--- config.mk ---
export PLATFORM = sky130hd
export DESIGN_NAME = mem_arbiter
export DESIGN_NICKNAME = d
export VERILOG_FILES = /design/src/rtl/cpu_types_pkg.sv /design/src/rtl/mem_arbiter.sv
export SDC_FILE = /design/constraint.sdc
export NUM_CORES = 1
export LEC_CHECK = 0
export CORE_AREA = 10 10 97 99
export CTS_BUF_LIST = sky130_fd_sc_hd__clkbuf_8
export CTS_CLUSTER_SIZE = 16
export DETAILED_ROUTE_END_ITERATION = 6
export DIE_AREA = 0 0 107 109
export PLACE_DENSITY_LB_ADDON = 0.1
export SETUP_SLACK_MARGIN = 0.02
export SYNTH_ARGS = -nofsm -noshare
export SYNTH_HDL_FRONTEND = slang
export SYNTH_SLANG_ARGS = --single-unit
--- constraint.sdc ---
create_clock -name CLK -period 4.2 [get_ports CLK]
set_input_delay 0.84 -clock CLK [delete_from_list [all_inputs] [get_ports CLK]]
set_output_delay 0.84 -clock CLK [all_outputs]
set_load 0.05 [all_outputs]
--- src/rtl/cpu_types_pkg.sv ---
// Shared CPU datapath types: machine word, RAM handshake status and the
// memory arbiter's state encoding.
package cpu_types_pkg;

  typedef logic [31:0] word_t;

  typedef enum logic [1:0] {
    FREE   = 2'd0,
    BUSY   = 2'd1,
    ACCESS = 2'd2,
    ERROR  = 2'd3
  } ramstate_t;

  typedef enum logic [1:0] {
    IDLE   = 2'd0,
    IGRANT = 2'd1,
    DGRANT = 2'd2,
    HALTED = 2'd3
  } arb_state_t;

endpackage

--- src/rtl/mem_arbiter.sv ---
// Arbitrates the instruction-fetch and MEM-stage requesters onto one RAM port.
// Data wins by default; a bounded data streak lets a waiting fetch through.
module mem_arbiter
  import cpu_types_pkg::*;
#(
  parameter int DSTREAK_MAX = 2,
  parameter int TIMEOUT     = 255
) (
  input  logic      CLK,
  input  logic      nRST,
  input  logic      iREN,
  input  word_t     iaddr,
  input  logic      dREN,
  input  logic      dWEN,
  input  word_t     daddr,
  input  word_t     dstore,
  input  logic      halt,
  input  ramstate_t ramstate,
  input  word_t     ramload,
  output logic      ramREN,
  output logic      ramWEN,
  output word_t     ramaddr,
  output word_t     ramstore,
  output logic      ihit,
  output logic      dhit,
  output word_t     iload,
  output word_t     dload,
  output logic      halted,
  output logic      timeout_err
);

  localparam int WW = (TIMEOUT > 1) ? $clog2(TIMEOUT + 1) : 1;
  localparam int SW = (DSTREAK_MAX > 1) ? $clog2(DSTREAK_MAX + 1) : 1;
  localparam logic [WW-1:0] WAIT_LIMIT  = WW'(TIMEOUT);
  localparam logic [SW-1:0] STREAK_FULL = SW'(DSTREAK_MAX);

  arb_state_t    state_q, state_d;
  logic [WW-1:0] wait_q, wait_d;
  logic [SW-1:0] streak_q, streak_d;
  logic          timeout_err_q, timeout_err_d;

  logic          access;
  logic          d_req;
  logic [WW-1:0] wait_inc;

  assign access   = (ramstate == ACCESS);
  assign d_req    = dREN | dWEN;
  assign wait_inc = wait_q + WW'(1);

  // NOTE: every always_comb target gets a default first so no path can infer a latch.
  always_comb begin
    state_d       = state_q;
    wait_d        = '0;
    streak_d      = streak_q;
    timeout_err_d = timeout_err_q;

    case (state_q)
      IDLE: begin
        if (halt)                                          state_d = HALTED;
        else if (d_req && !(streak_q == STREAK_FULL && iREN)) state_d = DGRANT;
        else if (iREN)                                     state_d = IGRANT;
      end
      IGRANT: begin
        if (access) begin
          state_d  = IDLE;
          streak_d = '0;
        end else if (!iREN) begin
          state_d = IDLE;
        end else if (wait_inc == WAIT_LIMIT) begin
          state_d       = IDLE;
          timeout_err_d = 1'b1;
        end else begin
          wait_d = wait_inc;
        end
      end
      DGRANT: begin
        if (access) begin
          state_d = IDLE;
          if (iREN && streak_q != STREAK_FULL) streak_d = streak_q + SW'(1);
        end else if (!d_req) begin
          state_d = IDLE;
        end else if (wait_inc == WAIT_LIMIT) begin
          state_d       = IDLE;
          timeout_err_d = 1'b1;
        end else begin
          wait_d = wait_inc;
        end
      end
      HALTED:  state_d = HALTED;
      default: state_d = IDLE;
    endcase
  end

  // NOTE: sequential state uses non-blocking assignments so all flops update together.
  always_ff @(posedge CLK or negedge nRST) begin
    if (!nRST) begin
      state_q       <= IDLE;
      wait_q        <= '0;
      streak_q      <= '0;
      timeout_err_q <= 1'b0;
    end else begin
      state_q       <= state_d;
      wait_q        <= wait_d;
      streak_q      <= streak_d;
      timeout_err_q <= timeout_err_d;
    end
  end

  // RAM port and completion signals depend only on the current grant.
  always_comb begin
    ramREN   = 1'b0;
    ramWEN   = 1'b0;
    ramaddr  = '0;
    ramstore = '0;
    ihit     = 1'b0;
    dhit     = 1'b0;
    iload    = '0;
    dload    = '0;

    case (state_q)
      IGRANT: begin
        ramREN  = 1'b1;
        ramaddr = iaddr;
        ihit    = access;
        if (access) iload = ramload;
      end
      DGRANT: begin
        ramWEN   = dWEN;
        ramREN   = dREN & ~dWEN;
        ramaddr  = daddr;
        ramstore = dstore;
        dhit     = access;
        if (access) dload = ramload;
      end
      default: ;
    endcase
  end

  assign halted      = (state_q == HALTED);
  assign timeout_err = timeout_err_q;

endmodule
# Word level (Yosys, flattened, before mapping)
# Index checks and enable logic that the tools add are counted.
# totals
wordCells,66
reg_bits,13
output_inout_bits,134
inputBits,136
# classes
reduce_logical,8
add_sub_neg,2
bitwise,3
muxes,34
eq_ne,15
# op_table
op,n
$mux 32,4
$pmux 32 s2,1
$mux 8,5
$mux 2,11
$ne 2x2->1 const B,8
$pmux 8 s2,1
$add 8x1->8 const B,1
$eq 2x2->1 const B,4
$eq 8x8->1 const B,1
$mux 1,8
$pmux 2 s4,1
$reduce_and 5->1,1
$ne 4x4->1 const B,1
$pmux 1 s2,2
$pmux 2 s2,1
$reduce_and 4->1,1
$logic_and 1x1->1,3
$add 2x1->2 const B,1
$eq 2x1->1 const B,1
$logic_not 2->1,1
$reduce_bool 2->1,1
$and 1x1->1,1
$logic_not 1->1,1
$not 1->1,1
$or 1x1->1,1

# Logic depth before layout (Yosys ltp)
# depth
depth_word,7
depth_mapped,7

# Worst setup path after synthesis
# OpenSTA, ideal clock, no wires.
# synth_timing
path_type,register -> output
start,reg state_q[0]
end,out ramaddr[10]
path_slack_ps,1280
t_required_ps,3360
arrival_time_ps,2080
path_buffers,2
stages_incl_launch_ff,7
path_cell_list,dfrtp_1 -> inv_1 -> ha_1 -> clkbuf_1 -> clkbuf_1 -> a22oi_1 -> nor2b_1
# synth_via
elab_chain_len,2
word_cells_on_any_way,3
classes_between,eq/ne (2); mux (1)
# synth_lines
element,line_no,text
from (decl),mem_arbiter.sv:37,"arb_state_t state_q, state_d;"
from (signal assigned),mem_arbiter.sv:102,state_q <= state_d;
$eq 2x2->1 or $eq 2x1->1 (tied branches),mem_arbiter.sv:120,case (state_q)
$pmux 32 s2 *,mem_arbiter.sv:120,
to (decl),mem_arbiter.sv:22,"output word_t ramaddr,"
# Every way passes the cells marked *; elsewhere a longest branch is shown, timed or not.

# Final worst setup path
# layout_timing
start,reg state_q[0]
end,out ramaddr[13]
# Same word-level chain as after synthesis.

==> flow_summary.yaml <==
yosys:
  synth_cells: 277
  async_reset_ff_share_pct: 100.0
  synth.most_common_cell: "and3_1"
  netlist.area_leader.share_pct: 21.74
  syn_area_um2: 1957
  yosysSeqAreaShare_pct: 16.62
  synth_edf_count: 0
  synth_fp_nets: 421
  yosysUniqueCellTypes: 32
  ys.flop_type: "dfrtp_1"
  ys_ff_latch: 13
  yosys_warnings: 0
  ys_top_cells_by_count: "68 x and3_1, 35 x and2_1, 33 x nor2b_1, 32 x a22oi_1, 27 x clkbuf_1"
  yosysTopAreaCell: "and3_1"
  synth_area_leaders: "and3_1 22%, dfrtp_1 17%, a22oi_1 12%"
  syn_area_per_cell_um2: 7.065
drt:
  vias: 2982
  drc: 0
  routedWlPerCell_um: 20.16
  first_iter_violations: 126
  drt_first_pass_iters: 4
  viasPerCell: 4.756
  drtAntennaViolNets: 0
  routed_wl_um: 12640
worst_setup_path:
  crit_family: "buffers and inverters"
  max_stage_delay_ns: 0.83
  critPathKind: "register to output port"
  r2r_start: "state_q[1]$_DFFE_PN0P_"
  required_ns: 3.36
  path_cells: "inv_1 -> ha_2 -> buf_4 -> a22oi_1 -> nor2b_1 -> clkdlybuf4s50_1"
  crit_fanout: 31
  rr_worst_depth: 7
  worst_setup_path_start_kind: "register"
  r2r-end: "wait_q[6]$_DFF_PN0_"
  ff2ff_setup_slack_ns: 1.69
  endpoint_kind: "output port"
  crit_buf_inv: 3
  crit_slowest_cell: "clkdlybuf4s50_1"
  cp.arrival_ns: 2.76
clocking:
  root_buffer: "clkbuf_8"
  cts_setup_buffers: 0
  insertion_delay_ns: 0.25
  cts-buffers-inserted: 3
  path_clk_slew_ns: 0.06
  tritoncts: "built"
  cts_resized: 0
  clk_path_buf_depth: 2
  cts_max_level: 1
  ctsHoldBuffers: 0
  clock_sinks: 13
global_route:
  grt_pass1_vias: 3026
  grtUsageTotal_pct: 19.71
  grt_max_degree: 67
  antenna_found_initial: 0
  grt_pass1_wl_um: 18110
  grt_overflow: 0
placement:
  dpl_cell_area_um2: 4546
  hpwl_um: 10760
  io_buffers: 269
  place_congestion: 0.8449
timing:
  hold_violations: 0
  setup_tns_ns: 0
  final.min_clock_period_ns: 3.596
  tightest_slew_ns: 0.9158
  max-slew-margin-rel_pct: 38.94
  holdWs_ns: 0.4804
  setup_viol: 0
  final_max_slew_viol_count: 0
  fmax_ghz: 0.2781
  fin_crit_sh_pct: 85.62
  rsz0062_at_grt: "no"
  finClkSkew_ns: 0.003030
job:
  maxCapViolations: 0
hold_path:
  min_path_type: "register to register"
  hold_path_end: "timeout_err$_DFFE_PN0P_"
  holdCritStartpoint: "timeout_err$_DFFE_PN0P_"
  hold_depth: 1
power:
  ir_drop_uv: 62.14
  power_density_nw_per_um2: 83.41
  p_leak_uw: 0.002052
cells_and_area:
  nFillCells: 686
  finish.net_count: 670
  design_area_um2: 4592
  utilization_pct: 61.00
  synthToLayoutAreaGrowth_pct: 134.7
  antenna_cells: 0
  drive_gt1_share_pct: 15.05
die:
  initial_core_util_pct: 26.00
  num_rows: 32
  die_area_um2: 11660
  io_pins: 270
  coreArea_um2: 7527
  die_y_um: 109
  fp.dieW_um: 107
status:
  status: "finished clean"
==> cell families after synthesis <==
family	synth area share, %
AO/OA/AOI/OAI	18.10
XOR/XNOR	2.238
adder cells (fa/ha/maj)	5.115
buffers and inverters	6.330
flip-flops	16.62
AND/OR/NAND/NOR	51.60
==> worst register-to-register path: cells and delay by family (launching register included) <==
kind	cells	cell delay [ns]
AOI/OAI and AO/OA	2	0.47
adders and majority gates	1	0.74
buffers and inverters	2	0.51
DFF	1	0.40
and+or+nand+nor	2	0.31
==> worst max-delay path by stage <==
stage / startpoint / end / slack, ns / cells past startpoint
6_report: state_q[0]$_DFFE_PN0P_ / ramaddr[13] / 0.60 / 6
5_1_grt: state_q[0]$_DFFE_PN0P_ / ramaddr[17] / 0.44 / 6
4_1_cts: state_q[0]$_DFFE_PN0P_ / ramaddr[26] / 0.57 / 6
3_5_place_dp: state_q[0]$_DFFE_PN0P_ / ramaddr[26] / 0.84 / 6
3_3_place_gp: dWEN / ramREN / 0.91 / 4
2_1_floorplan: state_q[0]$_DFFE_PN0P_ / ramaddr[10] / 1.28 / 6
==> layout by cell type, fill, tap and decap left out <==
cell / instances
nand4_1: 1
nor2b_4: 1
and2_1: 35
or3_1: 2
o21a_1: 1
nand3b_1: 1
o2bb2ai_1: 1
clkinv_2: 1
xor2_1: 2
xnor2_1: 3
clkdlybuf4s50_1: 203
a22oi_1: 32
nand3_1: 3
ha_1: 6
ha_2: 2
a2111o_1: 1
nand2_1: 7
nor3b_1: 1
clkbuf_8: 3
dfrtp_1: 13
buf_4: 70
a31oi_1: 1
nor2b_1: 32
nand3_2: 1
o21ai_0: 6
nor3_1: 1
nor2_1: 11
and3b_1: 1
o21ai_1: 2
o21bai_1: 1
a21oi_1: 3
nand2b_1: 2
inv_1: 4
and3_1: 68
or2_2: 1
a22o_1: 2
==> where the power goes <==
| part | internal, µW | switching, µW | leakage [µW] |
|---|---|---|---|
| clock network | 65.7 | 48.6 | 0.0000255 |
| registers | 125 | 0 | 0.000171 |
| logic | 112 | 31.7 | 0.00186 |
==> sequential cells by signal, indices dropped and copies added, names as in the netlist <==
signal	count
state_q	2
wait_q	8
streak_q	2
timeout_err	1
==> routing by layer <==
| layer | share of wire (%) | track usage (%) |
|---|---|---|
| met4 | 0.78 | 3.191 |
| met2 | 53 | 36.65 |
| met3 | 12 | 9.676 |
| met5 | 0 | 0 |
| met1 | 35 | 19.76 |
==> layout make-up <==
type / count / area (µm²) / area share, %
sequential: 13 / 325.3 / 7.084
tap: 102 / 127.6 / 2.779
multi-input combinational: 231 / 1520 / 33.11
timing repair buffer: 273 / 2557 / 55.69
clock buffer: 3 / 41.29 / 0.8992
clock inverter: 1 / 5.005 / 0.1090
inverter: 4 / 15.01 / 0.3270
==> metrics by stage <==
step                      total power [µW]  std cells  setup WS [ns]
after floorplan                      137.4        277          1.280
final                                383.0        627         0.6040
after detailed placement             270.5        623         0.8447
after global placement               267.2        623         0.9051
after CTS                            384.8        627         0.5736
after global routing                 401.1        627         0.4362
Power figures use the tool's default switching activity.
